### config.mk
export PLATFORM = sky130hd
export DESIGN_NAME = serial_rx_frame
export DESIGN_NICKNAME = d
export VERILOG_FILES = /design/src/rtl/serial_rx_frame.sv
export SDC_FILE = /design/constraint.sdc
export NUM_CORES = 1
export LEC_CHECK = 0
export CORE_AREA = 5 5 55 57
export CTS_CLUSTER_SIZE = 16
export DETAILED_ROUTE_END_ITERATION = 8
export DIE_AREA = 0 0 60 62
export PLACE_DENSITY = 0.77
export RECOVER_POWER = 50
export SETUP_SLACK_MARGIN = 0.4
export SYNTH_ARGS = -nofsm -noshare
export SYNTH_HDL_FRONTEND = slang
export SYNTH_SLANG_ARGS = --single-unit
### constraint.sdc
create_clock -name clk -period 1.84 [get_ports clk]
set_input_delay 0.368 -clock clk [delete_from_list [all_inputs] [get_ports clk]]
set_output_delay 0.368 -clock clk [all_outputs]
set_load 0.02 [all_outputs]
### src/rtl/serial_rx_frame.sv
// Serial frame receiver (start, DATA_BITS LSB-first, optional parity, stop); word ready one cycle after stop sample.
// Backpressure: holding register keeps its word while out_valid && !out_ready; a good frame arriving then is dropped with overrun.
module serial_rx_frame #(
   parameter int DATA_BITS    = 8,
   parameter int CLKS_PER_BIT = 1,
   parameter int PARITY_EN    = 0,
   parameter int PARITY_ODD   = 0
) (
   input  logic                 clk,
   input  logic                 rst_n,
   input  logic                 rx,
   output logic [DATA_BITS-1:0] out_data,
   output logic                 out_valid,
   input  logic                 out_ready,
   output logic                 busy,
   output logic                 frame_err,
   output logic                 parity_err,
   output logic                 overrun
);

   localparam int H  = (CLKS_PER_BIT - 1) / 2;
   localparam int CW = (CLKS_PER_BIT > 1) ? $clog2(CLKS_PER_BIT) : 1;
   localparam int BW = (DATA_BITS > 1) ? $clog2(DATA_BITS) : 1;

   localparam logic [CW-1:0] N_M1       = CW'(CLKS_PER_BIT - 1);
   localparam logic [CW-1:0] H_M1       = CW'((H > 0) ? H - 1 : 0);
   localparam logic [BW-1:0] LAST_BIT   = BW'(DATA_BITS - 1);
   localparam logic          PEN        = (PARITY_EN != 0);
   localparam logic          PODD       = (PARITY_ODD != 0);
   localparam logic          SKIP_START = (H == 0);

   typedef enum logic [2:0] {
      IDLE, START, DATA, PARITY, STOP, WAIT_HIGH
   } state_t;

   state_t               state, state_nxt;
   logic [CW-1:0]        cnt, cnt_nxt;
   logic [BW-1:0]        bit_cnt, bit_cnt_nxt;
   logic [DATA_BITS-1:0] shreg, shreg_nxt, shreg_in;
   logic [DATA_BITS-1:0] out_data_nxt;
   logic                 par_acc, par_acc_nxt;
   logic                 out_valid_nxt, busy_nxt;
   logic                 frame_err_nxt, parity_err_nxt, overrun_nxt;
   logic                 smp, par_ok, good;

   // cnt counts down to the next sample edge of the current bit
   assign smp    = (cnt == '0);
   assign par_ok = (par_acc == PODD);
   assign good   = rx && (!PEN || par_ok);

   generate
      if (DATA_BITS == 1) begin : g_shift1
         assign shreg_in = rx;
      end else begin : g_shiftn
         assign shreg_in = {rx, shreg[DATA_BITS-1:1]};
      end
   endgenerate

   always_ff @(posedge clk or negedge rst_n) begin
      if (!rst_n) begin
         state <= IDLE;
      end else begin
         state <= state_nxt;
      end
   end

   always_comb begin
      state_nxt = state;
      case (state)
         IDLE:      if (!rx) state_nxt = SKIP_START ? DATA : START;
         START:     if (smp) state_nxt = rx ? IDLE : DATA;
         DATA:      if (smp && (bit_cnt == LAST_BIT)) state_nxt = PEN ? PARITY : STOP;
         PARITY:    if (smp) state_nxt = STOP;
         STOP:      if (smp) state_nxt = rx ? IDLE : WAIT_HIGH;
         WAIT_HIGH: if (rx) state_nxt = IDLE;
         default:   state_nxt = IDLE;
      endcase
   end

   always_comb begin
      cnt_nxt        = cnt;
      bit_cnt_nxt    = bit_cnt;
      shreg_nxt      = shreg;
      par_acc_nxt    = par_acc;
      out_data_nxt   = out_data;
      out_valid_nxt  = out_valid && !out_ready;
      frame_err_nxt  = 1'b0;
      parity_err_nxt = 1'b0;
      overrun_nxt    = 1'b0;
      busy_nxt       = (state_nxt != IDLE);

      if (state == START || state == DATA || state == PARITY || state == STOP) begin
         cnt_nxt = smp ? N_M1 : cnt - 1'b1;
      end

      case (state)
         IDLE: begin
            if (!rx) begin
               // with H==0 the detecting edge doubles as the start verify
               cnt_nxt     = SKIP_START ? N_M1 : H_M1;
               bit_cnt_nxt = '0;
               par_acc_nxt = 1'b0;
            end
         end
         DATA: begin
            if (smp) begin
               shreg_nxt   = shreg_in;
               par_acc_nxt = par_acc ^ rx;
               bit_cnt_nxt = bit_cnt + 1'b1;
            end
         end
         PARITY: begin
            if (smp) par_acc_nxt = par_acc ^ rx;
         end
         STOP: begin
            if (smp) begin
               frame_err_nxt  = !rx;
               parity_err_nxt = PEN && !par_ok;
               if (good) begin
                  if (!out_valid || out_ready) begin
                     out_data_nxt  = shreg;
                     out_valid_nxt = 1'b1;
                  end else begin
                     overrun_nxt   = 1'b1;
                     out_valid_nxt = 1'b1;
                  end
               end
            end
         end
         default: ;
      endcase
   end

   always_ff @(posedge clk or negedge rst_n) begin
      if (!rst_n) begin
         cnt        <= '0;
         bit_cnt    <= '0;
         shreg      <= '0;
         par_acc    <= 1'b0;
         out_data   <= '0;
         out_valid  <= 1'b0;
         busy       <= 1'b0;
         frame_err  <= 1'b0;
         parity_err <= 1'b0;
         overrun    <= 1'b0;
      end else begin
         cnt        <= cnt_nxt;
         bit_cnt    <= bit_cnt_nxt;
         shreg      <= shreg_nxt;
         par_acc    <= par_acc_nxt;
         out_data   <= out_data_nxt;
         out_valid  <= out_valid_nxt;
         busy       <= busy_nxt;
         frame_err  <= frame_err_nxt;
         parity_err <= parity_err_nxt;
         overrun    <= overrun_nxt;
      end
   end

endmodule

Word level (Yosys, flattened, before mapping) --
Cells that the tools add are included.
Storage, ports and cells: flip-flop bits (word level) 27, output and inout port bits 13, logic and storage cells 60, input port bits 4
Operators by class: multiplexer cells 25, reduce and logical (&&, ||, !) cells 15, bitwise gates (word level) 1, add/subtract/negate cells 2, equality and inequality tests 8
Operator list (number):
- two-way mux 3 bit | 9
- case mux 3 bit (6 select lines) | 1
- two-way mux 1 bit | 13
- == test 3 bit, second input constant | 3
- == test 3 x 2 -> 1 bit, second input constant | 2
- case mux 3 bit (2 select lines) | 1
- logical OR 1 bit | 4
- inequality test 2 bit, second input constant | 2
- AND reduction 4 bit | 1
- adder 3 x 1 -> 3 bit, second input constant | 1
- == test 3 x 1 -> 1 bit, second input constant | 1
- zero test 1 bit | 3
- zero test 3 bit | 1
- AND reduction 3 bit | 1
- nonzero test 3 bit | 1
- logical AND 1 bit | 2
- two-way mux 2 bit | 1
- AND reduction 2 bit | 1
- nonzero test 2 bit | 1
- inverter 1 bit | 1
- subtractor 1 bit, second input constant | 1

Logic depth before layout (Yosys ltp) --
Gate-level depths: netlist (run 1).
depth in word-level cells 7, mapped depth 5

Worst setup path before layout (run 1) --
Ideal clock, no wire load.
kind flip-flop to flip-flop, from register state[2], to register shreg[7], required time 1.715 ns, buffers on the path 1, clock period less this slack 1.477 ns, library setup time 0.125 ns, cell stages (with the launch flop) 4, setup slack 0.363 ns, data arrival time 1.352 ns, path through dfrtp_1 > buf_4 > nor4_4 > mux2_2
On the way: cells in the longest elaborated chain, start to end 2
Ends and longest elaborated chain:
- from (decl) | line 36 | state_t state, state_nxt;
- from (signal assigned) | line 63 | state <= state_nxt;
- == test 3 x 2 -> 1 bit | line 96 | case (state)
- AND reduction 2 bit (no line)
- to (signal assigned) | line 149 | shreg <= shreg_nxt;
- to (decl) | line 39 | logic [DATA_BITS-1:0] shreg, shreg_nxt, shreg_in;
Every way passes these cells. A chain may end at the register's enable or synchronous reset.

Worst setup path in the final report (run 1) --
from register state[0], to register out_data[4]
On the way: cells in the longest elaborated chain, start to end 2
Ends and longest elaborated chain:
- == test 3 bit | line 96
- AND reduction 4 bit (no line)
- to (signal assigned) | line 151 | out_data <= out_data_nxt;
- to (decl) | line 12 | output logic [DATA_BITS-1:0] out_data,
Every way passes these cells.

==> results of run 1 <==
## sequential cells by signal, summed over array words and instances, names as in the netlist
signal and flops:
busy 1, cnt 1, shreg 8, out_data 8, state 3, out_valid 1
frame_err 1, bit_cnt 3, overrun 1
## per-stage QoR
step / cell area, sq um / hold slack (ns) / setup TNS, ns / power [W] / setup WS, ns
finish: 1381 / 0.5255 / 0 / 0.001889 / 0.3589
global route: 1381 / 0.5484 / 0 / 0.002036 / 0.2425
CTS: 1376 / 0.4070 / 0 / 0.001874 / 0.3908
detailed placement: 1339 / 0.4947 / -0.04533 / 0.001631 / -0.02631
global placement: 1339 / 0.4871 / 0 / 0.001581 / 0.06726
floorplan: 1152 / 0.07241 / 0 / 0.001397 / 0.3818
## cells by family (layout without fill, tap and decap cells)
group / count (synthesis) / after routing / synth area share [%]
flops: 27 / 27 / 58.63
mux: 19 / 19 / 18.46
fa+ha+maj: 2 / 2 / 2.171
other cells: 1 / 1 / 0.3254
compound gates: 11 / 11 / 5.864
simple gates: 20 / 20 / 11.18
buf+inv: 6 / 29 / 3.364
## power groups by stage
stage          combinational, W  sequential, W  clock (W)
6_report               0.000725       0.000905   0.000258
5_1_grt                0.000808       0.000930   0.000298
4_1_cts                0.000708       0.000904   0.000262
3_5_place_dp           0.000706       0.000925          0
3_3_place_gp           0.000668       0.000913          0
2_1_floorplan          0.000467       0.000930          0
## metal layers
metal  global-route usage (%)  up-vias
li1                         -      344
met1                    18.36      361
met2                    20.06       19
met3                    1.860        4
met4                    5.696        0
met5                        0        -
## layout by cell type, fill, tap and decap left out, types with 2 or more instances in the layout
cell type / instances
nand2_1: 2
o21ai_0: 2
a21oi_1: 3
dfrtp_1: 26
nor2_1: 6
mux2_2: 18
clkdlybuf4s50_1: 2
buf_4: 4
clkdlybuf4s15_1: 4
clkbuf_4: 4
and3_1: 3
clkbuf_2: 9
nor2b_1: 3
## cells in the mapped netlist (all sizes together)
master | n | area [sq um]
a21boi | 1 | 7.510
a21o | 1 | 7.510
a21oi | 3 | 15.01
and3 | 3 | 18.77
buf | 4 | 31.27
conb | 1 | 3.750
dfrtp | 27 | 675.7
ha | 2 | 25.02
inv | 2 | 7.500
mux2 | 18 | 202.7
mux2i | 1 | 10.01
nand2 | 2 | 7.510
nand2b | 1 | 6.260
nand3 | 1 | 5.000
nand3b | 1 | 7.510
nand4 | 1 | 12.51
nor2 | 6 | 22.52
nor2b | 3 | 18.77
nor4 | 1 | 21.27
nor4b | 1 | 8.760
o211ai | 1 | 7.510
o21ai | 3 | 15.01
o22ai | 1 | 6.260
o41ai | 1 | 8.760
## how the worst max path moves through the flow
stage / from / endpoint / slack (ns)
after detailed placement: rx / bit_cnt[1]$_DFFE_PN0P_ / -0.03
after CTS: out_valid$_DFF_PN0_ / out_valid / 0.39
final: state[0]$_DFF_PN0_ / out_data[4]$_DFFE_PN0P_ / 0.36
after global routing: state[0]$_DFF_PN0_ / out_data[6]$_DFFE_PN0P_ / 0.24
after floorplan: state[2]$_DFF_PN0_ / shreg[7]$_DFFE_PN0P_ / 0.38
after global placement: rx / bit_cnt[2]$_DFFE_PN0P_ / 0.07
## layout make-up
| cell class | count | area share, % |
|---|---|---|
| clock buffer | 3 | 1.630 |
| clock inverter | 1 | 0.5435 |
| inverter | 2 | 0.5435 |
| multi-input combinational | 53 | 32.79 |
| sequential | 27 | 49.00 |
| tap | 30 | 2.717 |
| timing repair buffer | 23 | 12.77 |
## critical path, delay by kind of cell, from the launching register on
| family | cells | cell delay [ns] |
|---|---|---|
| mux | 1 | 0.33 |
| simple gates | 2 | 0.56 |
| flops | 1 | 0.50 |
## what timing repair did
| action | in CTS | in global routing |
|---|---|---|
| setup buffers | 1 | 3 |
| resized for setup | 17 | 25 |
| pin swaps | 0 | 1 |
| hold endpoints to repair | 0 | 0 |
| setup endpoints to repair | 30 | 30 |
==> impl_metrics.ini, run 1 <==
[cells_and_area]
layout.nets = 116
final_util_pct = 56.79
drive_gt1_share_pct = 39.45
syn_to_final_growth_pct = 19.87
multiInputGateArea_sq_um = 452.9
antennaDiodeCount = 0
regArea_sq_um = 676.9
num-fill-cells = 205
fin_cells = 139

[yosys]
netlist_area_sq_um = 1152
seq_area_frac_synth_pct = 58.63
synth.distinct_cells = 27
syn_area_per_cell_sq_um = 13.40
ys_warn_count = 0
synth_seq_cells = 27
syn_nets = 92
synthCells = 86

[floorplanning]
die_w_um = 60
dieHeight_um = 62
design.core.area_sq_um = 2432
rows = 18
die_area_sq_um = 3720
start_util_pct = 47.38
pin_count = 17

[power]
power.density_nw_per_um2 = 1367
power_frac_seq_pct = 47.9
switchingPower_w = 0.0006407
comb_power_share_pct = 38.4
leakagePower_nw = 0.6879
p_sw_share_pct = 33.92
ir_drop_mv = 0.6951
power.internal_w = 0.001248
pwr-share-clk_pct = 13.7

[detailed_routing]
ant_nets = 0
wl_per_cell_um = 15.69
routed.top_layer = met4
drc = 0
met1_length_um = 965
routed_via_density = 5.237
first_iter_violations = 20
wl_met2_mm = 1.062
vias = 728
wirelength_mm = 2.181
drtPass1Iterations = 4
wl_met3_um = 109

[timing]
maxSlewViolCount = 0
min_period_over_period_pct = 80.49
max_freq_mhz = 675.2
hold_viol = 0
worst_clock_skew_ns = 0.004990
slew_headroom_pct = 56.64
rsz0062_at_grt = true
worstMarginPinSlew_ns = 0.6505
layout_min_cycle_time_ns = 1.481
setup_viol = 0

[worst_setup_path]
cp.arrival_ns = 1.71
reg2reg_slack_ns = 0.36
r2r_end = out_data[4]$_DFFE_PN0P_
reg2reg_from = state[0]$_DFF_PN0_
crit_path_end_kind = register
worstSetupPathType = reg2reg
required_ns = 2.07
critPathSlowestCell = dfrtp_1
crit_path_max_incr_delay_ns = 0.50
rr_worst_depth = 3
worstPathCellList = nor2_1, nand4_4, mux2_2
worstPathMaxFanout = 8
critPathLaunchType = register

[clock_network]
cts.htree.levels = 1
cts-buffers-inserted = 3
clock_sinks = 27
clock_latency_ns = 0.32
tritoncts = built
cts_buffer_depth = 2
holdBufCountCts = 0
cts_root_buf = clkbuf_4
clkTransAtPathRegs_ns = 0.15

[global_routing]
antenna_found_initial = 0
grt_usage_pct = 13.01
overflow = 0
grt_max_degree = 28
grt_pass1_wl_mm = 3.560
grt_pass1_vias = 723

[place]
dp.cells = 131
hpwl_mm = 1.495
port_buffers = 15
routabilityCongestion = 0.8157

[hold_path]
holdPathStages = 1
worstHoldStart = out_data[3]$_DFFE_PN0P_
hold_path_end = out_data[3]$_DFFE_PN0P_
hp-class = reg2reg

[status]
outcome = complete, no violations

[run]
cap_viol_max_count = 0
(Power assumes the default switching activity.)
==> run 2: changes to the inputs <==
- CORE_AREA: 5 5 55 57 -> 5 5 56 58
- DIE_AREA: 0 0 60 62 -> 0 0 61 63
- clock period: 1.84 -> 1.25 ns (I/O delays scaled with it)
==> run 2 against run 1 <==
  * The run now ends with negative setup slack left
  * Critical path depth grew 1
  * Combinational power grew to 2.5 times the previous value
  * Sequential power grew 50%
  * Die area grew 3.3%
  * Register-to-register slack lost 0.49 ns
  * Global-route usage grew 3.2 points
  * Critical path type unchanged
  * Largest power group is now combinational cells
  * Highest routed layer unchanged
==> impl_metrics.ini, run 2 (same netlist as run 1, synthesis figures left out) <==
[status]
outcome = finished, violations left
violations = negative setup slack

[cells_and_area]
layout.nets = 138
final_cell_area_sq_um = 1780
final_common_cell = dfrtp_1
syn_to_final_growth_pct = 54.51
drive_gt1_share_pct = 68.70
largestRegisters = out_data (8), shreg (8)
num-fill-cells = 168
layout_common_cells = dfrtp_1 (24), buf_6 (21), buf_4 (20)
antennaDiodeCount = 0

[clock_network]
cts.htree.levels = 1
tritoncts = built
cts-buffers-inserted = 3
cts_buffer_depth = 2
clock_latency_ns = 0.33
clkTransAtPathRegs_ns = 0.16
cts_root_buf = clkbuf_4
clock_sinks = 27

[place]
hpwl_mm = 1.614
placed_cell_area_sq_um = 1474
port_buffers = 15
routabilityCongestion = 0.7533

[floorplanning]
rows = 19
die_w_um = 61
dieHeight_um = 63
design.core.area_sq_um = 2615
die_area_sq_um = 3843
pin_count = 17
start_util_pct = 44.07

[timing]
layout_setup_ws_ns = -0.1325
min_period_over_period_pct = 110.6
max_freq_mhz = 723.3
worst_clock_skew_ns = 0.01203
setup_viol = 21
rsz0062_at_grt = true
maxSlewViolCount = 0
worstMarginPinSlew_ns = 0.6694
finalHoldWorstSlack_ns = 0.4515
tns_ns = -2.019
hold_viol = 0
slew_headroom_pct = 55.37
layout_min_cycle_time_ns = 1.382

[detailed_routing]
routed_via_density = 5.444
wirelength_mm = 2.992
drc = 0
vias = 882
ant_nets = 0
drtPass1Iterations = 2
wl_per_cell_um = 18.47
first_iter_violations = 15

[hold_path]
hp-class = in2async

[worst_setup_path]
crit_path_end_kind = register
worstPathMaxFanout = 8
cp.arrival_ns = 1.61
reg2reg_slack_ns = -0.13
critPathLaunchType = register
reg2reg_from = state[1]$_DFF_PN0_
required_ns = 1.48
crit_start = state[1]$_DFF_PN0_
r2r_end = shreg[4]$_DFFE_PN0P_
endpoint = shreg[4]$_DFFE_PN0P_
rr_worst_depth = 4
worstSetupPathType = reg2reg

[global_routing]
antenna_found_initial = 0
busiest_layer = met2
overflow = 0
grt_max_degree = 28
grtUsageMet3_pct = 2.479
met1_usage_pct = 19.42
grtUsageMet2_pct = 26.87
grt_usage_pct = 16.24
grt_pass1_vias = 990
grt_pass1_wl_mm = 4.629

[power]
power.density_nw_per_um2 = 2021
leakagePower_nw = 0.8525
totalPowerFinal_w = 0.003598
ir_drop_mv = 1.247

[run]
cap_viol_max_count = 0
==> run 2: how the worst min path moves through the flow <==
| stage | depth (start not counted) | end | startpoint |
|---|---|---|---|
| 2_1_floorplan | 0 | bit_cnt[0]$_DFFE_PN0P_ | rst_n |
| 3_3_place_gp | 1 | shreg[0]$_DFFE_PN0P_ | shreg[0]$_DFFE_PN0P_ |
| 3_5_place_dp | 1 | out_data[3]$_DFFE_PN0P_ | out_data[3]$_DFFE_PN0P_ |
| 4_1_cts | 2 | out_valid$_DFF_PN0_ | rst_n |
| 5_1_grt | 2 | shreg[4]$_DFFE_PN0P_ | rst_n |
| 6_report | 2 | bit_cnt[0]$_DFFE_PN0P_ | rst_n |
==> run 2: layout make-up <==
class                      count  area [sq um]  share of cell area, %
clock buffer                   3         22.52                  1.265
clock inverter                 1         7.507                 0.4216
inverter                       2         7.507                 0.4216
multi-input combinational     53         603.1                  33.87
sequential                    27         679.4                  38.16
tap                           31         38.79                  2.178
timing repair buffer          45         421.7                  23.68
==> run 2: repair_timing <==
action | in CTS | in global routing
resized for setup | 103 | 11
setup buffers | 9 | 5
pin swaps | 9 | 14
setup endpoints to repair | 39 | 39
hold buffers | 0 | 0
==> run 2: metal layers <==
metal | wire (um) | vias to the layer above
met5 | 0 | -
met4 | 72 | 0
met3 | 106 | 8
met2 | 1628 | 22
met1 | 1185 | 459
li1 | - | 393
==> run 2: metrics by stage <==
stage	utilization [%]	setup slack [ns]	std cells
floorplan	-	-0.2078	86
detailed placement	56.36	-0.2822	144
CTS	65.36	-0.1061	157
global placement	56.36	-0.2538	144
global route	68.09	-0.1509	162
finish	68.09	-0.1325	162
==> run 2: worst max-delay path: stages, from the launching register on <==
cell and delay (ns):
dfrtp_1 0.42, inv_2 0.07, nor4_4 0.28, buf_6 0.18, mux2_2 0.33
==> run 2: power breakdown <==
part	internal, W	switching [W]	total (W)
registers	0.00115	0.000214	0.00136
clock network	0.000122	0.000270	0.000393
logic	0.00111	0.000732	0.00184
total	0.00238	0.00122	0.00360
==> edit 1, RTL diff (flow settings as in run 1) <==
Remove the register `overrun`: a continuous assignment takes its place, so the output `overrun` follows one clock earlier.
--- a/src/rtl/serial_rx_frame.sv
+++ b/src/rtl/serial_rx_frame.sv
@@ -144,3 +144,2 @@
          parity_err <= 1'b0;
-         overrun    <= 1'b0;
       end else begin
@@ -155,3 +154,2 @@
          parity_err <= parity_err_nxt;
-         overrun    <= overrun_nxt;
       end
@@ -159,2 +157,4 @@
 
+   assign overrun = overrun_nxt;
+
 endmodule
Function: same outputs for any inputs over 10 cycles, from zero or initial values and one cycle with rst_n low; that may be too few to reach the edited logic, so the function may still have changed.
==> edit 1 against run 1 <==
Cell area increased by 12%. Total power increased by 19%. Sequential power decreased by 3.5%. Worst hold slack got worse by 4.0 ps. Wire length decreased by 5.4%. Synthesized area decreased by 2.2%. Maximum frequency decreased by 11%. Clock power increased by 49%. Worst setup slack got worse by 180 ps. Sequential cell count decreased by 1. Critical path type is now primary input to register. Highest routed layer unchanged.
==> edit 1: results (changes against run 1) <==
* Outcome: completed (unchanged)
* Global Route Usage Sum at 12.0% (was 13.0%)
* Largest net degree at the start of global routing at 27 (was 28)
* Met2 wire len at 952 um (was 1060 um)
* Final #Nets at 125 (was 116)
* Ratio of cells with drive above 1 in the final layout at 41.5% (was 39.4%)
* Gp weighted congestion at 0.783 (was 0.816)
* Worst Setup SP: rx (was state[0]$_DFF_PN0_)
* Final Non-Filler Cells at 148 (was 139)
* Vias at 765 (was 728)
* Routed len/inst at 13.9 um (was 15.7 um)
* Reg power frac at 38.9% (was 47.9%)
* Number of global-route vias before repair at 741 (was 723)
* Min Hold Slack at 522 ps (was 526 ps)
* M2 GR Usage at 19.3% (was 20.1%)
* Post-Syn Area per Cell at 13.3 um^2 (was 13.4 um^2)
* Worst Path Max Fanout at 5 (was 8)
* Sequential cell area fraction in the yosys report at 57.7% (was 58.6%)
* R2r endpoint: shreg[2]$_DFFE_PN0P_ (was out_data[4]$_DFFE_PN0P_)
* Placed Area at 0.00137 mm^2 (was 0.00134 mm^2)
* Int Pwr at 1.58 mW (was 1.25 mW)
* Initial DRC Count at 4 (was 20)
* Leak at 0.770 nW (was 0.688 nW)
* VDD IR max at 832 uV (was 695 uV)
* Final Cycle Share at 90.3% (was 80.5%)
-- edit 1: area by class of cell --
type                            instances  area (um^2)
Timing Repair Buffer                   33          283
Clock buffer                            3         22.5
Tap cell                               30         37.5
Multi-Input combinational cell         53          510
Sequential cell                        26          651
Clock inverter                          1         30.0
Fill cell                             185          891
Inverter                                2         7.51
-- edit 1: repair_timing --
| item | in CTS | in global routing |
|---|---|---|
| pin swaps | 2 | 6 |
| gates resized for setup | 22 | 29 |
| buffers inserted | 3 | 4 |
| endpoints found under the setup margin | 30 | 21 |
-- edit 1: logic make-up after synthesis --
| group | count (synthesis) | synth area share (%) |
|---|---|---|
| AO/OA/AOI/OAI | 11 | 5.99 |
| adder cells (fa/ha/maj) | 2 | 2.22 |
| buffers and inverters | 6 | 3.44 |
| flip-flops | 26 | 57.7 |
| multiplexers | 19 | 18.9 |
| other | 1 | 0.333 |
| AND/OR/NAND/NOR | 20 | 11.4 |
==> edit 2, RTL diff (settings of run 1) <==
Made on the original files. Set the parameter `PARITY_EN` to 1 (it was 0).
--- a/src/rtl/serial_rx_frame.sv
+++ b/src/rtl/serial_rx_frame.sv
@@ -5,3 +5,3 @@
    parameter int CLKS_PER_BIT = 1,
-   parameter int PARITY_EN    = 0,
+   parameter int PARITY_EN    = 1,
    parameter int PARITY_ODD   = 0
Behaviour: no difference found for any inputs over 10 cycles, from zero or initial values and one cycle with rst_n low; that may be too few to reach the edited logic, so the function may still have changed.
==> edit 2 against run 1 <==
Cell area rose by 24%. Final cell count rose by 17%. Critical path type unchanged. Worst setup slack improved by 17 ps. Utilization rose by 14 points. Synthesized area rose by 11%. Worst hold slack got worse by 19 ps. Global-route usage rose by 3.5 points. Wire length rose by 23%. Total power rose by 32%. Critical path depth rose by 1. Sequential share of layout area fell by 6.4 points. Sequential cell count rose by 2.
==> edit 2: results (changes against run 1) <==
* Flop-to-flop setup slack at 380 ps (was 360 ps)
* Fmax at 0.683 GHz (was 0.675 GHz)
* Ratio of cells with drive above 1 in the final layout at 40.9% (was 39.4%)
* RR Startpoint: cnt$_DFF_PN0_ (was state[0]$_DFF_PN0_)
* Final Skew at 5.98 ps (was 4.99 ps)
* # fillers at 174 (was 205)
* CP endpoint: shreg[6]$_DFFE_PN0P_ (was out_data[4]$_DFFE_PN0P_)
* Synth area leaders: dfrtp_1, mux2_2, ha_1, a21oi_1, nor4b_4 (was dfrtp_1, mux2_2, ha_1, nor2_1, nor4_4)
* Buffers on Ports at 16 (was 15)
* Met1 wire length at 1140 um (was 965 um)
* Post-synth net total at 105 (was 92)
* Leak at 0.830 nW (was 0.688 nW)
* Routed len/inst at 16.6 um (was 15.7 um)
* Sequential cell area fraction in the yosys report at 56.5% (was 58.6%)
* Vias per cell at 5.56 (was 5.24)
* Met2 wire len at 1320 um (was 1060 um)
* Post-Place Worst Slack at 30.7 ps (was -26.3 ps)
* Met3 wire len at 156 um (was 109 um)
* Number of global-route vias before repair at 921 (was 723)
* H-tree lvl count at 2 (was 1)
* Max_slew headroom at 53.8% (was 56.6%)
* Detailed placement HPWL at 1530 um (was 1490 um)
* Gp weighted congestion at 0.735 (was 0.816)
* Placed Area at 0.00151 mm^2 (was 0.00134 mm^2)
* Most common library cells after synthesis: dfrtp_1, mux2_2, a21oi_1 (was dfrtp_1, mux2_2, nor2_1)
* Outcome: completed (unchanged)
## edit 2: critical path: stages, from the launching register on
cell,delay (ps)
dfrtp_2,440
clkbuf_1,200
nor4_4,190
buf_6,190
mux2_2,340
## edit 2: final cells by class
cell class              instances  area (um^2)  area share (%)
well taps                      30         37.5            2.19
inverters                       3         11.3           0.656
repair buffers                 31          272            15.8
clock inverters                 1         30.0            1.75
flip-flops and latches         29          731            42.6
multi-input cells              61          581            33.8
clock buffers                   7         55.1            3.21
## edit 2: power by group
group / leakage (nW) / switching [mW] / internal, mW
registers: 0.365 / 0.164 / 0.848
clock network: 0.0455 / 0.220 / 0.324
logic: 0.419 / 0.384 / 0.545
total: 0.830 / 0.768 / 1.72
## edit 2: how the worst min path moves through the flow
stage / to / from / slack [ps]
after detailed placement: bit_cnt[2]$_DFFE_PN0P_ / bit_cnt[2]$_DFFE_PN0P_ / 490
after global placement: bit_cnt[1]$_DFFE_PN0P_ / bit_cnt[1]$_DFFE_PN0P_ / 480
final: bit_cnt[2]$_DFFE_PN0P_ / bit_cnt[2]$_DFFE_PN0P_ / 510
after floorplan: bit_cnt[0]$_DFFE_PN0P_ / rst_n / 70
after CTS: shreg[2]$_DFFE_PN0P_ / rst_n / 430
after global routing: bit_cnt[1]$_DFFE_PN0P_ / bit_cnt[1]$_DFFE_PN0P_ / 530
## edit 2: per-layer routing
| layer | GRT usage (%) | up-vias |
|---|---|---|
| li1 | - | 415 |
| met1 | 19.6 | 453 |
| met2 | 26.5 | 25 |
| met3 | 5.58 | 8 |
| met4 | 8.86 | 0 |
| met5 | 0 | - |
## edit 2: cell families after synthesis
group,after synthesis,share of synthesized area [%]
buf+inv,8,2.44
flops,29,56.5
simple gates,24,14.1
fa+ha+maj,3,2.92
compound gates,16,8.29
mux,18,15.7
## edit 2: repair_timing
action,4_1_cts,5_1_grt
setup endpoints to repair,23,25
pin swaps,3,2
buffers inserted,7,1
gates resized for setup,22,18
## edit 2: per-stage QoR
step | std cells | power [mW] | hold slack, ps
after floorplan | 98 | 1.54 | 72.4
after global placement | 146 | 1.78 | 479
after detailed placement | 146 | 1.82 | 488
after CTS | 161 | 2.37 | 425
after global routing | 162 | 2.63 | 533
final | 162 | 2.49 | 506
